--- config.mk ---
export PLATFORM = sky130hd
export DESIGN_NAME = mem_port_arbiter_flat
export DESIGN_NICKNAME = d
export VERILOG_FILES = /design/src/rtl/mem_port_arbiter_if.sv /design/src/rtl/mem_port_arbiter.sv /design/src/flat_wrapper.sv
export SDC_FILE = /design/constraint.sdc
export NUM_CORES = 1
export LEC_CHECK = 0
export CORE_ASPECT_RATIO = 1.25
export CORE_MARGIN = 4
export CORE_UTILIZATION = 27
export CTS_CLUSTER_DIAMETER = 80
export CTS_CLUSTER_SIZE = 12
export DETAILED_ROUTE_END_ITERATION = 12
export HOLD_SLACK_MARGIN = 0.15
export PLACE_DENSITY = 0.56
export SYNTH_ARGS = -nofsm -noshare
export SYNTH_HDL_FRONTEND = slang
export SYNTH_SLANG_ARGS = --single-unit
--- constraint.sdc ---
create_clock -name clk -period 2.2 [get_ports clk]
set_input_delay 0.44 -clock clk [delete_from_list [all_inputs] [get_ports clk]]
set_output_delay 0.44 -clock clk [all_outputs]
set_load 0.005 [all_outputs]
--- src/rtl/mem_port_arbiter_if.sv ---
// mem_port_arbiter_if: requester, cache and statistics signals of the memory-port arbiter
interface mem_port_arbiter_if #(parameter int CNT_W = 16);
  logic             i_req, d_req, d_wr, i_ack, d_ack, hit, i_stall, d_stall;
  logic [15:0]      i_addr, d_addr, d_wdata, rdata;
  logic             cache_rd, cache_wr, cache_done, cache_hit, cache_stall;
  logic [15:0]      cache_addr, cache_wdata, cache_rdata;
  logic [CNT_W-1:0] acc_cnt, hit_cnt;
  modport slave (
    input  i_req, i_addr, d_req, d_wr, d_addr, d_wdata,
    input  cache_done, cache_hit, cache_stall, cache_rdata,
    output i_ack, d_ack, rdata, hit, i_stall, d_stall,
    output cache_rd, cache_wr, cache_addr, cache_wdata, acc_cnt, hit_cnt
  );
  modport master (
    output i_req, i_addr, d_req, d_wr, d_addr, d_wdata,
    output cache_done, cache_hit, cache_stall, cache_rdata,
    input  i_ack, d_ack, rdata, hit, i_stall, d_stall,
    input  cache_rd, cache_wr, cache_addr, cache_wdata, acc_cnt, hit_cnt
  );
endinterface

--- src/rtl/mem_port_arbiter.sv ---
// mem_port_arbiter: shares one cache controller between the I-fetch and D-memory ports
module mem_port_arbiter #(
  parameter int STARVE_MAX = 4,
  parameter int CNT_W      = 16
) (
  input logic               clk,
  input logic               rst,
  mem_port_arbiter_if.slave bus
);
  typedef enum logic [1:0] {IDLE, BUSY, RESP} state_t;
  state_t           state_q;
  logic             owner_q, wr_q, i_ack_q, d_ack_q, hit_q, cache_rd_q, cache_wr_q;
  logic [3:0]       streak_q;
  logic [15:0]      addr_q, wdata_q, rdata_q;
  logic [CNT_W-1:0] acc_q, hits_q;
  logic             grant_i;
  // D normally wins; I is forced through once D has won STARVE_MAX times in a row over it
  assign grant_i = bus.i_req && (!bus.d_req || streak_q == 4'(STARVE_MAX));
  always_ff @(posedge clk or negedge rst) begin
    if (!rst) begin
      state_q    <= IDLE;
      owner_q    <= 1'b0;
      wr_q       <= 1'b0;
      i_ack_q    <= 1'b0;
      d_ack_q    <= 1'b0;
      hit_q      <= 1'b0;
      cache_rd_q <= 1'b0;
      cache_wr_q <= 1'b0;
      streak_q   <= 4'd0;
      addr_q     <= 16'd0;
      wdata_q    <= 16'd0;
      rdata_q    <= 16'd0;
      acc_q      <= '0;
      hits_q     <= '0;
    end else begin
      i_ack_q <= 1'b0;
      d_ack_q <= 1'b0;
      case (state_q)
        IDLE: if (!bus.cache_stall && (bus.i_req || bus.d_req)) begin
          state_q    <= BUSY;
          owner_q    <= !grant_i;
          wr_q       <= !grant_i && bus.d_wr;
          cache_rd_q <= grant_i || !bus.d_wr;
          cache_wr_q <= !grant_i && bus.d_wr;
          addr_q     <= grant_i ? bus.i_addr : bus.d_addr;
          if (!grant_i && bus.d_wr) wdata_q <= bus.d_wdata;
          streak_q   <= (!grant_i && bus.i_req) ? streak_q + 4'd1 : 4'd0;
        end
        // direction stays asserted until Done: the cache re-samples it while filling
        BUSY: if (bus.cache_done) begin
          state_q    <= RESP;
          cache_rd_q <= 1'b0;
          cache_wr_q <= 1'b0;
          hit_q      <= bus.cache_hit;
          if (!wr_q) rdata_q <= bus.cache_rdata;
          i_ack_q    <= !owner_q;
          d_ack_q    <= owner_q;
        end
        RESP: begin
          state_q <= IDLE;
          acc_q   <= acc_q + CNT_W'(~&acc_q);
          hits_q  <= hits_q + CNT_W'(hit_q & ~&hits_q);
        end
        default: state_q <= IDLE;
      endcase
    end
  end
  assign bus.i_ack       = i_ack_q;
  assign bus.d_ack       = d_ack_q;
  assign bus.rdata       = rdata_q;
  assign bus.hit         = hit_q;
  assign bus.i_stall     = bus.i_req & ~i_ack_q;
  assign bus.d_stall     = bus.d_req & ~d_ack_q;
  assign bus.cache_rd    = cache_rd_q;
  assign bus.cache_wr    = cache_wr_q;
  assign bus.cache_addr  = addr_q;
  assign bus.cache_wdata = wdata_q;
  assign bus.acc_cnt     = acc_q;
  assign bus.hit_cnt     = hits_q;
endmodule

--- src/flat_wrapper.sv ---
// flat-port wrapper written by rule: the top's interface ports become plain ports
module mem_port_arbiter_flat 
#(
  parameter int STARVE_MAX = 4,
  parameter int CNT_W      = 16
)
  (clk, rst, bus_i_req, bus_i_addr, bus_d_req, bus_d_wr, bus_d_addr, bus_d_wdata, bus_cache_done, bus_cache_hit, bus_cache_stall, bus_cache_rdata, bus_i_ack, bus_d_ack, bus_rdata, bus_hit, bus_i_stall, bus_d_stall, bus_cache_rd, bus_cache_wr, bus_cache_addr, bus_cache_wdata, bus_acc_cnt, bus_hit_cnt);
  mem_port_arbiter_if #(.CNT_W(CNT_W)) bus_i ();
  input logic clk;
  input logic rst;
  input wire logic [$bits(bus_i.i_req)-1:0] bus_i_req;
  input wire logic [$bits(bus_i.i_addr)-1:0] bus_i_addr;
  input wire logic [$bits(bus_i.d_req)-1:0] bus_d_req;
  input wire logic [$bits(bus_i.d_wr)-1:0] bus_d_wr;
  input wire logic [$bits(bus_i.d_addr)-1:0] bus_d_addr;
  input wire logic [$bits(bus_i.d_wdata)-1:0] bus_d_wdata;
  input wire logic [$bits(bus_i.cache_done)-1:0] bus_cache_done;
  input wire logic [$bits(bus_i.cache_hit)-1:0] bus_cache_hit;
  input wire logic [$bits(bus_i.cache_stall)-1:0] bus_cache_stall;
  input wire logic [$bits(bus_i.cache_rdata)-1:0] bus_cache_rdata;
  output wire logic [$bits(bus_i.i_ack)-1:0] bus_i_ack;
  output wire logic [$bits(bus_i.d_ack)-1:0] bus_d_ack;
  output wire logic [$bits(bus_i.rdata)-1:0] bus_rdata;
  output wire logic [$bits(bus_i.hit)-1:0] bus_hit;
  output wire logic [$bits(bus_i.i_stall)-1:0] bus_i_stall;
  output wire logic [$bits(bus_i.d_stall)-1:0] bus_d_stall;
  output wire logic [$bits(bus_i.cache_rd)-1:0] bus_cache_rd;
  output wire logic [$bits(bus_i.cache_wr)-1:0] bus_cache_wr;
  output wire logic [$bits(bus_i.cache_addr)-1:0] bus_cache_addr;
  output wire logic [$bits(bus_i.cache_wdata)-1:0] bus_cache_wdata;
  output wire logic [$bits(bus_i.acc_cnt)-1:0] bus_acc_cnt;
  output wire logic [$bits(bus_i.hit_cnt)-1:0] bus_hit_cnt;
  assign bus_i.i_req = bus_i_req;
  assign bus_i.i_addr = bus_i_addr;
  assign bus_i.d_req = bus_d_req;
  assign bus_i.d_wr = bus_d_wr;
  assign bus_i.d_addr = bus_d_addr;
  assign bus_i.d_wdata = bus_d_wdata;
  assign bus_i.cache_done = bus_cache_done;
  assign bus_i.cache_hit = bus_cache_hit;
  assign bus_i.cache_stall = bus_cache_stall;
  assign bus_i.cache_rdata = bus_cache_rdata;
  assign bus_i_ack = bus_i.i_ack;
  assign bus_d_ack = bus_i.d_ack;
  assign bus_rdata = bus_i.rdata;
  assign bus_hit = bus_i.hit;
  assign bus_i_stall = bus_i.i_stall;
  assign bus_d_stall = bus_i.d_stall;
  assign bus_cache_rd = bus_i.cache_rd;
  assign bus_cache_wr = bus_i.cache_wr;
  assign bus_cache_addr = bus_i.cache_addr;
  assign bus_cache_wdata = bus_i.cache_wdata;
  assign bus_acc_cnt = bus_i.acc_cnt;
  assign bus_hit_cnt = bus_i.hit_cnt;
  mem_port_arbiter #(.STARVE_MAX(STARVE_MAX), .CNT_W(CNT_W)) u_core (.clk(clk), .rst(rst), .bus(bus_i));
endmodule
Word level (Yosys, flattened, before mapping)

Index checks and enable logic that the tools add are counted.

Mux-type cells: 14
Bitwise logic cells: 6
Reductions and logical operators: 24
Eq/ne operators: 5
Add/sub/neg operators: 3

Operator list:

| cell                                                                     | count |
|---|---|
| 16-bit AND reduction                                                     | 2 |
| 16-bit by 1-bit adder with 16-bit output                                 | 1 |
| 16-bit adder                                                             | 1 |
| 16-bit two-way mux                                                       | 1 |
| 3-bit AND reduction                                                      | 3 |
| 1-bit logical NOT                                                        | 7 |
| 1-bit two-way mux                                                        | 7 |
| 2-bit AND reduction                                                      | 3 |
| 4-bit by 1-bit adder with 4-bit output (second input constant)           | 1 |
| 4-bit by 3-bit equality test with 1-bit output (second input constant)   | 1 |
| 1-bit logical AND                                                        | 4 |
| 2-bit two-way mux                                                        | 2 |
| 4-bit two-way mux                                                        | 1 |
| 1-bit one-hot mux with 2 select lines                                    | 2 |
| 2-bit one-hot mux with 2 select lines                                    | 1 |
| 1-bit bitwise AND                                                        | 3 |
| 1-bit logical OR                                                         | 3 |
| 1-bit NOT                                                                | 3 |
| 2-bit by 1-bit equality test with 1-bit output (second input constant)   | 1 |
| 2-bit equality test (second input constant)                              | 1 |
| 2-bit logical NOT                                                        | 1 |
| 2-bit by 1-bit inequality test with 1-bit output (second input constant) | 1 |
| 2-bit inequality test (second input constant)                            | 1 |
| 2-bit nonzero test                                                       | 1 |

Word-level logic and storage cells: 66
Register bits after elaboration: 93
Input port bits: 72
Output and inout bits: 87

Longest topological paths before layout

Gate-level depths: netlist of run 1.

Depth after elaboration: 7
Depth in mapped cells: 10
Gate-level depth less buffers: 10

Least setup slack after synthesis of run 1

OpenSTA, ideal clock, no wires.

Path type: reg2reg
Start point: register u_core.acc_q[5], in the netlist u_core.bus.acc_cnt[5]
End point: register u_core.acc_q[12], in the netlist u_core.bus.acc_cnt[12]
Clock period less this slack: 2.078 ns
Arrival: 1.952 ns
Stages on the path, launching flop included: 11
Path slack: 0.122 ns
Library setup time: 0.126 ns
Data required time: 2.074 ns
Path buffers: 0
Cells stage by stage: dfrtp_1 -> and4_1 -> nand2_1 -> nor3_1 -> nand4_1 -> ha_1 -> ha_1 -> and4b_1 -> nand4_1 -> nor2_1 -> xor2_1

Cells in the longest elaborated chain, start to end: 3

Ends and longest elaborated chain:

| what                                         | line                   | RTL |
|---|---|---|
| from (decl)                                  | mem_port_arbiter.sv:15 | `logic [CNT_W-1:0] acc_q, hits_q;` |
| from (signal assigned)                       | mem_port_arbiter.sv:61 | `acc_q <= acc_q + CNT_W'(~&acc_q);` |
| 16-bit AND reduction                         | mem_port_arbiter.sv:61 |  |
| 1-bit logical NOT                            | mem_port_arbiter.sv:61 |  |
| 16-bit by 1-bit adder with 16-bit output (*) | mem_port_arbiter.sv:61 |  |

Every way passes the cells marked *; elsewhere a longest branch is shown, timed or not.
A chain may end at the register's enable or synchronous reset.

Worst setup path in the final report of run 1

Start point: input bus_i_req
End point: output bus_i_stall

Cells in the longest elaborated chain, start to end: 1

Ends and longest elaborated chain:

| what              | line                   | RTL |
|---|---|---|
| from (decl)       | flat_wrapper.sv:11     | `input wire logic [$bits(bus_i.i_req)-1:0] bus_i_req;` |
| 1-bit bitwise AND | mem_port_arbiter.sv:72 | `assign bus.i_stall = bus.i_req & ~i_ack_q;` |
| to (decl)         | flat_wrapper.sv:25     | `output wire logic [$bits(bus_i.i_stall)-1:0] bus_i_stall;` |

Every way passes these cells.

==> results of run 1 <==
==> stage by stage <==
| step | util [%] | setup slack, ns | hold WS [ns] | area [µm²] |
|---|---|---|---|---|
| 2_1_floorplan | - | 0.122 | 0.144 | 3960 |
| 3_3_place_gp | 40.9 | 0.0403 | 0.421 | 5890 |
| 3_5_place_dp | 40.9 | 0.0128 | 0.416 | 5890 |
| 4_1_cts | 43.2 | 0.0382 | 0.430 | 6220 |
| 5_1_grt | 43.4 | -0.00132 | 0.446 | 6250 |
| 6_report | 43.4 | 0.115 | 0.424 | 6250 |
==> flip-flops by register name, summed over array words and instances, names as in the netlist, 2 cells and up <==
register                count
u_core.state_q              2
u_core.streak_q             4
u_core.bus.hit_cnt         16
u_core.bus.rdata           16
u_core.bus.cache_addr      16
u_core.bus.acc_cnt         16
u_core.bus.cache_wdata     16
==> power by group <==
| group | switching, mW | total [mW] | internal [mW] |
|---|---|---|---|
| Sequential | 0.314 | 2.52 | 2.20 |
| Combinational | 0.637 | 1.97 | 1.33 |
| Clock | 0.639 | 1.61 | 0.973 |
==> metal layers <==
metal | up-vias | GRT usage, % | part of all wire, %
met1 | 1512 | 15.3 | 41
met2 | 93 | 21.4 | 51
li1 | 1516 | - | -
met4 | 0 | 5.31 | 1.8
met5 | - | 0 | 0
met3 | 11 | 3.58 | 6.7
==> cell type report <==
cell class,count,area [µm²],area share [%]
sequential,93,2330,37.3
timing repair buffer,184,1800,28.9
multi-input combinational,223,1560,25.0
clock buffer,13,270,4.33
tap,178,223,3.57
clock inverter,3,42.5,0.681
inverter,4,15.0,0.240
==> cells by family after synthesis <==
| family | after synthesis | share of synthesized area (%) |
|---|---|---|
| simple gates | 108 | 14.2 |
| flops | 93 | 58.8 |
| compound gates | 44 | 6.30 |
| mux | 37 | 10.5 |
| xor+xnor | 28 | 6.20 |
| buf+inv | 17 | 1.99 |
| fa+ha+maj | 6 | 1.90 |
==> critical path, stage by stage <==
cell	delay [ns]
clkdlybuf4s50_1	0.55
nor2b_1	0.15
clkdlybuf4s50_1	0.51
==> placed cells by master (no fill, tap or decap), types with 5 or more instances in the layout <==
cell type	instances
ha_1	5
nand4_1	8
a21oi_1	32
nor2_1	21
clkdlybuf4s50_1	156
xor2_1	6
buf_4	24
xnor2_1	22
dfrtp_1	93
nand2_1	35
mux2_2	37
and3_1	5
clkbuf_16	9
nand3_1	13
==> timing repair <==
item,4_1_cts,5_1_grt
endpoints found under the hold margin,37,0
hold buffers,1,0
setup endpoints to repair,1,7
buffers inserted,1,1
pin swaps,1,3
gates resized for setup,0,6
==> worst max path at each step <==
stage	to	slack, ns	depth (start not counted)
global route	u_core.bus.acc_cnt[14]	-0.001	10
detailed placement	u_core.bus.acc_cnt[12]	0.01	10
finish	bus_i_stall	0.11	3
CTS	u_core.bus.acc_cnt[12]	0.04	10
floorplan	u_core.bus.acc_cnt[12]	0.12	10
global placement	u_core.bus.acc_cnt[14]	0.04	10
==> qor.yml, run 1 <==
min_from: "u_core.owner_q"
slew_viol_final: 0
grt_pass1_vias: 3365
r2r-end: "u_core.bus.hit_cnt[6]"
cp-start-kind: "primary input"
num_vias: 3132
dr.first_iter.drc_count: 51
path_class: "primary input to primary output"
cts_root_buf: "clkbuf_16"
dp_hpwl_um: 7640
routabilityCongestion: 0.747
grtUsageTotal_pct: 12.8
hold_end: "u_core.bus.i_ack"
ir_drop_v: 0.000416
dp_cells: 679
synth_area_per_cell_um2: 11.9
fillers: 1386
min_period_ns: 2.09
cts_made_buffers: 9
die_area_um2: 16700
finalPower_mw: 6.10
viasPerCell: 4.49
grt_antenna_before_repair: 0
synth_ff_type: "dfrtp_1"
overflow: 0
cp-startpoint: "bus_i_req"
finalNetCount: 593
syn-instance-count: 333
htree_levels: 3
initial_core_util_pct: 27.5
grt_pass1_wl_um: 16700
async_flop_share_pct: 100
yosysMostFrequentCell: "dfrtp_1"
grt_max_degree: 41
syn-cell-area_um2: 3960
fp.dieW_um: 116
synth_edf_count: 0
finalSetupViolCount: 0
ant_nets: 0
critPathRequiredTime_ns: 1.76
die_height_um: 143
hold_viol: 0
setup-tns-final_ns: 0
clk_latency_ns: 0.34
yosysUniqueCellTypes: 38
cp.arrival_ns: 1.65
status: "finished, final reports clean"
ios: 159
yosysTopAreaCellShare_pct: 58.8
ctsLongestPathBuffers: 2
hold_depth: 1
hp-class: "flop to flop"
path_clk_slew_ns: 0.06
slew_headroom_pct: 65.5
cts_tree: "built"
yosys.area.top_type: "dfrtp_1"
max_cap_viol_count: 0
max_freq_mhz: 480
portBuffers: 158
yosysSeqAreaShare_pct: 58.8
wl_per_cell_um: 14.6
drc: 0
power.density_nw_per_um2: 976
num_antenna_cells: 0
reg2reg_slack_ns: 0.17
dr.pass1.iters: 5
rows: 49
cts_sinks: 93
synth_fp_nets: 411
ys_top_cells_by_area: "dfrtp_1 (59%), mux2_2 (11%), xnor2_1 (4.9%)"
yosysWarnings: 0
fin_skew_ns: 0.00739
drive_gt1_share_pct: 16.9
reg2reg_depth: 9
worst_pin_slew_ns: 0.517
synth_commonest_cells: "dfrtp_1 (93), mux2_2 (37), nand2_1 (36)"
postRouteWirelength_um: 10200
min_period_over_period_pct: 94.8
timing.rr.start: "u_core.bus.hit_cnt[7]"
area_growth_pct: 57.9
critPathCaptureType: "primary output"
crit_fanout: 5
p_leak_nw: 2.68
ys_ff_latch: 93
coreArea_um2: 14400
instances_no_fill: 698
No activity file was read; power rests on OpenSTA's default activity.
==> run 2: changes to the inputs <==
--- a/config.mk
+++ b/config.mk
@@ -5,14 +5,16 @@
 export SDC_FILE = /design/constraint.sdc
 export NUM_CORES = 1
 export LEC_CHECK = 0
+export CAP_MARGIN = 5
 export CORE_ASPECT_RATIO = 1.25
 export CORE_MARGIN = 4
-export CORE_UTILIZATION = 27
+export CORE_UTILIZATION = 43
+export CTS_BUF_LIST = sky130_fd_sc_hd__clkbuf_16
 export CTS_CLUSTER_DIAMETER = 80
 export CTS_CLUSTER_SIZE = 12
 export DETAILED_ROUTE_END_ITERATION = 12
 export HOLD_SLACK_MARGIN = 0.15
-export PLACE_DENSITY = 0.56
+export PLACE_DENSITY = 0.82
 export SYNTH_ARGS = -nofsm -noshare
 export SYNTH_HDL_FRONTEND = slang
 export SYNTH_SLANG_ARGS = --single-unit
==> qor.yml, run 2 (synthesized netlist as in run 1, its figures left out) <==
max_cap_viol_count: 0  # unchanged
max_freq_mhz: 475  # was 480 MHz
slew_headroom_pct: 68.9  # was 65.5%
finalSetupViolCount: 0  # unchanged
r2r-end: "u_core.bus.acc_cnt[12]"  # was u_core.bus.hit_cnt[6]
cts_made_buffers: 9  # unchanged
num_vias: 3222  # was 3132
postPlaceCellArea_um2: 5780  # was 5890 µm²
cts_root_buf: "clkbuf_16"  # unchanged
dp_worst_setup_slack_ns: 0.0278  # was 0.0128 ns
setup_ws_ns: 0.0953  # was 0.115 ns
ant_nets: 0  # unchanged
viasPerCell: 5.02  # was 4.49
fp.dieW_um: 93.8  # was 116 µm
critPathCaptureType: "primary output"  # unchanged
p_leak_nw: 2.67  # was 2.68 nW
cpMostUsedCell: "clkdlybuf4s50_1"  # unchanged
timing.rr.start: "u_core.bus.acc_cnt[8]"  # was u_core.bus.hit_cnt[7]
met1_usage_pct: 21.1  # was 15.3%
die_height_um: 115  # was 143 µm
clk_latency_ns: 0.34  # about the same
wl_per_cell_um: 15.8  # was 14.6 µm
cts_sinks: 93  # unchanged
gr-usage-met3_pct: 5.50  # was 3.58%
cts_tree: "built"  # unchanged
num_antenna_cells: 0  # unchanged
busiest_layer: "met2"  # unchanged
routabilityCongestion: 0.800  # was 0.747
die_area_um2: 10800  # was 16700 µm²
path_clk_slew_ns: 0.06  # about the same
dr.first_iter.drc_count: 88  # was 51
initial_core_util_pct: 44.7  # was 27.5%
ios: 159  # unchanged
hold_viol: 0  # unchanged
min_period_over_period_pct: 95.7  # was 94.8%
dr.pass1.iters: 4  # was 5
hold_depth: 1  # unchanged
final_area_um2: 6150  # was 6250 µm²
final_common_cell: "clkdlybuf4s50_1"  # unchanged
met2_usage_pct: 35.2  # was 21.4%
dp_hpwl_um: 7600  # was 7640 µm
htree_levels: 3  # unchanged
path_class: "primary input to primary output"  # unchanged
grt_max_degree: 41  # unchanged
finalNetCount: 595  # was 593
hold_end: "u_core.bus.i_ack"  # unchanged
min_from: "u_core.owner_q"  # unchanged
cp-start-kind: "primary input"  # unchanged
critPathRequiredTime_ns: 1.76  # about the same
ir_drop_v: 0.000489  # was 0.000416 V
portBuffers: 158  # unchanged
drive_gt1_share_pct: 17.4  # was 16.9%
cp.arrival_ns: 1.66  # was 1.65 ns
grt_antenna_before_repair: 0  # unchanged
status: "finished, final reports clean"  # unchanged
reg2reg_depth: 10  # was 9
rows: 38  # was 49
postRouteWirelength_um: 10100  # was 10200 µm
min_period_ns: 2.10  # was 2.09 ns
reg2reg_slack_ns: 0.11  # was 0.17 ns
crit_fanout: 5  # unchanged
grt_pass1_vias: 3397  # was 3365
ctsLongestPathBuffers: 2  # unchanged
crit_chain: "clkdlybuf4s50_1, nor2b_1, clkdlybuf4s50_1"  # unchanged
grtUsageTotal_pct: 19.4  # was 12.8%
overflow: 0  # unchanged
power.density_nw_per_um2: 968  # was 976 nW/µm²
area_growth_pct: 55.4  # was 57.9%
grt_pass1_wl_um: 16400  # was 16700 µm
max_stage_delay_ns: 0.55  # about the same
hp-class: "flop to flop"  # unchanged
layout_common_cells: "clkdlybuf4s50_1 (157), dfrtp_1 (91), mux2_2 (37)"  # was clkdlybuf4s50_1 (156), dfrtp_1 (93), mux2_2 (37)
cpMaxStageDelayCell: "clkdlybuf4s50_1"  # unchanged
drc: 0  # unchanged
coreArea_um2: 8840  # was 14400 µm²
worst_pin_slew_ns: 0.466  # was 0.517 ns
slew_viol_final: 0  # unchanged
fin_skew_ns: 0.00680  # was 0.00739 ns
==> run 2: cell types whose count changed in the layout (fill, tap and decap cells not counted), moves of 2 or more <==
| cell | delta |
|---|---|
| buf_4 | +3 |
| clkbuf_8 | -3 |
| inv_1 | +2 |
| dfrtp_1 | -2 |
| dfrtp_2 | +2 |
==> run 2: final cells by class <==
class / instances / area (µm²)
Multi-Input combinational cell: 223 / 1560
Sequential cell: 93 / 2330
Tap cell: 120 / 150
Fill cell: 665 / 2700
Clock buffer: 9 / 225
Timing Repair Buffer: 186 / 1800
Inverter: 4 / 15.0
Clock inverter: 7 / 58.8
==> run 2: what timing repair did <==
action,4_1_cts,5_1_grt
setup endpoints to repair,1,6
endpoints found under the hold margin,33,0
gates resized for setup,0,9
hold buffers,1,0
buffers inserted,1,6
gates cloned,0,0
pin swaps,1,2
==> run 2: worst max-delay path: cells and delay by family <==
family                 cells  cell delay (ns)
buffers and inverters      2             1.06
and+or+nand+nor            1             0.16
==> run 2: metal layers <==
metal	routed length, µm	up-vias
li1	-	1516
met1	3700	1587
met2	5510	104
met3	733	15
met4	205	0
met5	0	-
==> run 2: power breakdown <==
group,switching [mW],internal [mW]
clock,0.617,0.864
sequential,0.315,2.20
combinational,0.639,1.31
==> run 2: worst max-delay path by stage <==
stage / slack, ns / start / cells after the start / to
finish: 0.1 / bus_d_req / 3 / bus_d_stall
global route: -0.006 / u_core.bus.acc_cnt[3] / 10 / u_core.bus.acc_cnt[12]
CTS: 0.02 / u_core.bus.acc_cnt[8] / 10 / u_core.bus.acc_cnt[12]
detailed placement: 0.03 / u_core.bus.acc_cnt[8] / 10 / u_core.bus.acc_cnt[12]
global placement: 0.08 / u_core.bus.acc_cnt[8] / 10 / u_core.bus.acc_cnt[14]
floorplan: 0.12 / u_core.bus.acc_cnt[5] / 10 / u_core.bus.acc_cnt[12]
==> run 2: through the flow <==
stage / util [%] / power [mW] / cells / setup TNS, ns / hold WS (ns)
after floorplan: - / 3.18 / 333 / 0 / 0.144
after global placement: 65.4 / 4.45 / 618 / 0 / 0.414
after detailed placement: 65.4 / 4.53 / 618 / 0 / 0.424
after CTS: 68.8 / 6.03 / 636 / 0 / 0.424
after global routing: 69.5 / 6.34 / 642 / -0.00810 / 0.437
final: 69.5 / 5.95 / 642 / 0 / 0.421
==> run 3: changes to the inputs <==
--- a/config.mk
+++ b/config.mk
@@ -9,7 +9,7 @@
 export CORE_ASPECT_RATIO = 1.25
 export CORE_MARGIN = 4
 export CORE_UTILIZATION = 43
-export CTS_BUF_LIST = sky130_fd_sc_hd__clkbuf_16
+export CTS_BUF_LIST = sky130_fd_sc_hd__clkbuf_4 sky130_fd_sc_hd__clkbuf_8 sky130_fd_sc_hd__clkbuf_16
 export CTS_CLUSTER_DIAMETER = 80
 export CTS_CLUSTER_SIZE = 12
 export DETAILED_ROUTE_END_ITERATION = 12
==> qor.yml, run 3 (synthesized netlist as in run 1, its figures left out) <==
wl_met3_um: 745  # was 733 µm
min_period_ns: 2.10  # about the same
cts_root_buf: "clkbuf_8"  # was clkbuf_16
initial_core_util_pct: 44.7  # unchanged
instances_no_fill: 642  # unchanged
wl_met2_um: 5340  # was 5510 µm
dp_cells: 618  # unchanged
cp-start-kind: "primary input"  # unchanged
highest_layer: "met4"  # unchanged
cpMostUsedCell: "clkdlybuf4s50_1"  # unchanged
die_area_um2: 10800  # unchanged
max_stage_delay_ns: 0.55  # about the same
hold_viol: 0  # unchanged
num_antenna_cells: 0  # unchanged
drc: 0  # unchanged
ant_nets: 0  # unchanged
dp_hpwl_um: 7600  # unchanged
finalSetupViolCount: 0  # unchanged
worst-path-buf-inv: 2  # unchanged
crit_chain: "clkdlybuf4s50_1, nor2b_1, clkdlybuf4s50_1"  # unchanged
hold_ws_ns: 0.423  # was 0.421 ns
critPathCaptureType: "primary output"  # unchanged
status: "finished, final reports clean"  # unchanged
grtUsageTotal_pct: 18.9  # was 19.4%
cts_made_buffers: 9  # unchanged
ir_drop_v: 0.000469  # was 0.000489 V
grt_pass1_vias: 3309  # was 3397
fin_skew_ns: 0.00686  # was 0.00680 ns
viasPerCell: 4.99  # was 5.02
power.density_nw_per_um2: 924  # was 968 nW/µm²
slew_headroom_pct: 69.4  # was 68.9%
setup_ws_ns: 0.0953  # about the same
dr.pass1.iters: 4  # unchanged
drive_gt1_share_pct: 18.0  # was 17.4%
wl_per_cell_um: 15.4  # was 15.8 µm
ctsLongestPathBuffers: 2  # unchanged
routabilityCongestion: 0.800  # unchanged
grt_antenna_before_repair: 0  # unchanged
cpMaxStageDelayCell: "clkdlybuf4s50_1"  # unchanged
htree_levels: 3  # unchanged
cp.arrival_ns: 1.66  # about the same
ios: 159  # unchanged
postRouteWirelength_um: 9890  # was 10100 µm
hp-class: "flop to flop"  # unchanged
grt_max_degree: 41  # unchanged
overflow: 0  # unchanged
dp_worst_setup_slack_ns: 0.0278  # unchanged
die_height_um: 115  # unchanged
fp.dieW_um: 93.8  # unchanged
coreArea_um2: 8840  # unchanged
grt_pass1_wl_um: 16000  # was 16400 µm
critPathRequiredTime_ns: 1.76  # about the same
reg2reg_slack_ns: 0.1  # was 0.11 ns
final_area_um2: 6060  # was 6150 µm²
crit_fanout: 5  # unchanged
path_clk_slew_ns: 0.08  # was 0.06 ns
slew_viol_final: 0  # unchanged
finalNetCount: 595  # unchanged
worst_pin_slew_ns: 0.459  # was 0.466 ns
cts_tree: "built"  # unchanged
min_period_over_period_pct: 95.7  # about the same
postPlaceCellArea_um2: 5780  # unchanged
cp_top_family: "buffers and inverters"  # unchanged
max_cap_viol_count: 0  # unchanged
rows: 38  # unchanged
final_util_pct: 68.6  # was 69.5%
p_leak_nw: 2.63  # was 2.67 nW
num_vias: 3201  # was 3222
met1_length_um: 3640  # was 3700 µm
max_freq_mhz: 475  # unchanged
dr.first_iter.drc_count: 107  # was 88
clk_latency_ns: 0.35  # was 0.34 ns
cts_sinks: 93  # unchanged
area_growth_pct: 53.3  # was 55.4%
portBuffers: 158  # unchanged
path_class: "primary input to primary output"  # unchanged
layout_common_cells: "clkdlybuf4s50_1 (157), dfrtp_1 (91), mux2_2 (37)"  # unchanged
final_common_cell: "clkdlybuf4s50_1"  # unchanged
run 3: changes by cell type in the layout (fill, tap and decap cells not counted), sizes merged:
| cell | delta |
|---|---|
| clkbuf | +3 |
| clkinv | -1 |
| inv | -2 |
run 3: power breakdown:
group | switching [mW] | leakage [nW] | internal (mW)
registers | 0.308 | 1.16 | 2.20
clock network | 0.567 | 0.103 | 0.579
logic | 0.636 | 1.36 | 1.31
total | 1.51 | 2.63 | 4.09
run 3: worst register-to-register path, cell delays in order (launching register included):
cell	delay [ns]
dfrtp_1	0.38
and4_4	0.23
nand2_1	0.11
nor3_2	0.15
nand4_1	0.12
ha_2	0.20
ha_1	0.19
and4b_2	0.25
nand4_1	0.15
nor2_1	0.07
xor2_1	0.14
run 3: stage by stage:
step,TNS (ns),power (mW)
after floorplan,0,3.18
after global placement,0,4.45
after detailed placement,0,4.53
after CTS,0,5.68
after global routing,-0.190,5.98
final,0,5.60
run 3: path summary, 6_finish.rpt:
path	endpoint	startpoint	cells after the start
setup / recovery	bus_d_stall	bus_d_req	3
hold / removal	u_core.bus.i_ack	u_core.owner_q	1
setup reg to reg	u_core.bus.acc_cnt[14]	u_core.bus.acc_cnt[8]	10
min in group asynchronous	u_core.bus.rdata[6]	rst	2
max in group asynchronous	u_core.bus.acc_cnt[3]	rst	3
hold reg to reg	u_core.bus.i_ack	u_core.owner_q	1
run 3: final cells by class:
| class | instances | area, µm² |
|---|---|---|
| clock inverters | 4 | 47.5 |
| well taps | 120 | 150 |
| clock buffers | 12 | 153 |
| multi-input cells | 223 | 1560 |
| inverters | 4 | 15.0 |
| flip-flops and latches | 93 | 2330 |
| repair buffers | 186 | 1800 |
| fillers | 675 | 2780 |
run 3: metal layers:
| metal | GRT usage, % | vias up |
|---|---|---|
| met4 | 6.07 | 0 |
| met1 | 21.0 | 1584 |
| met2 | 34.1 | 96 |
| li1 | - | 1509 |
| met5 | 0 | - |
| met3 | 6.09 | 12 |
run 3: what timing repair did:
action,CTS,global route
endpoints found under the hold margin,33,0
setup buffers,0,7
resized for setup,0,9
setup endpoints to repair,0,6
hold buffers,1,0
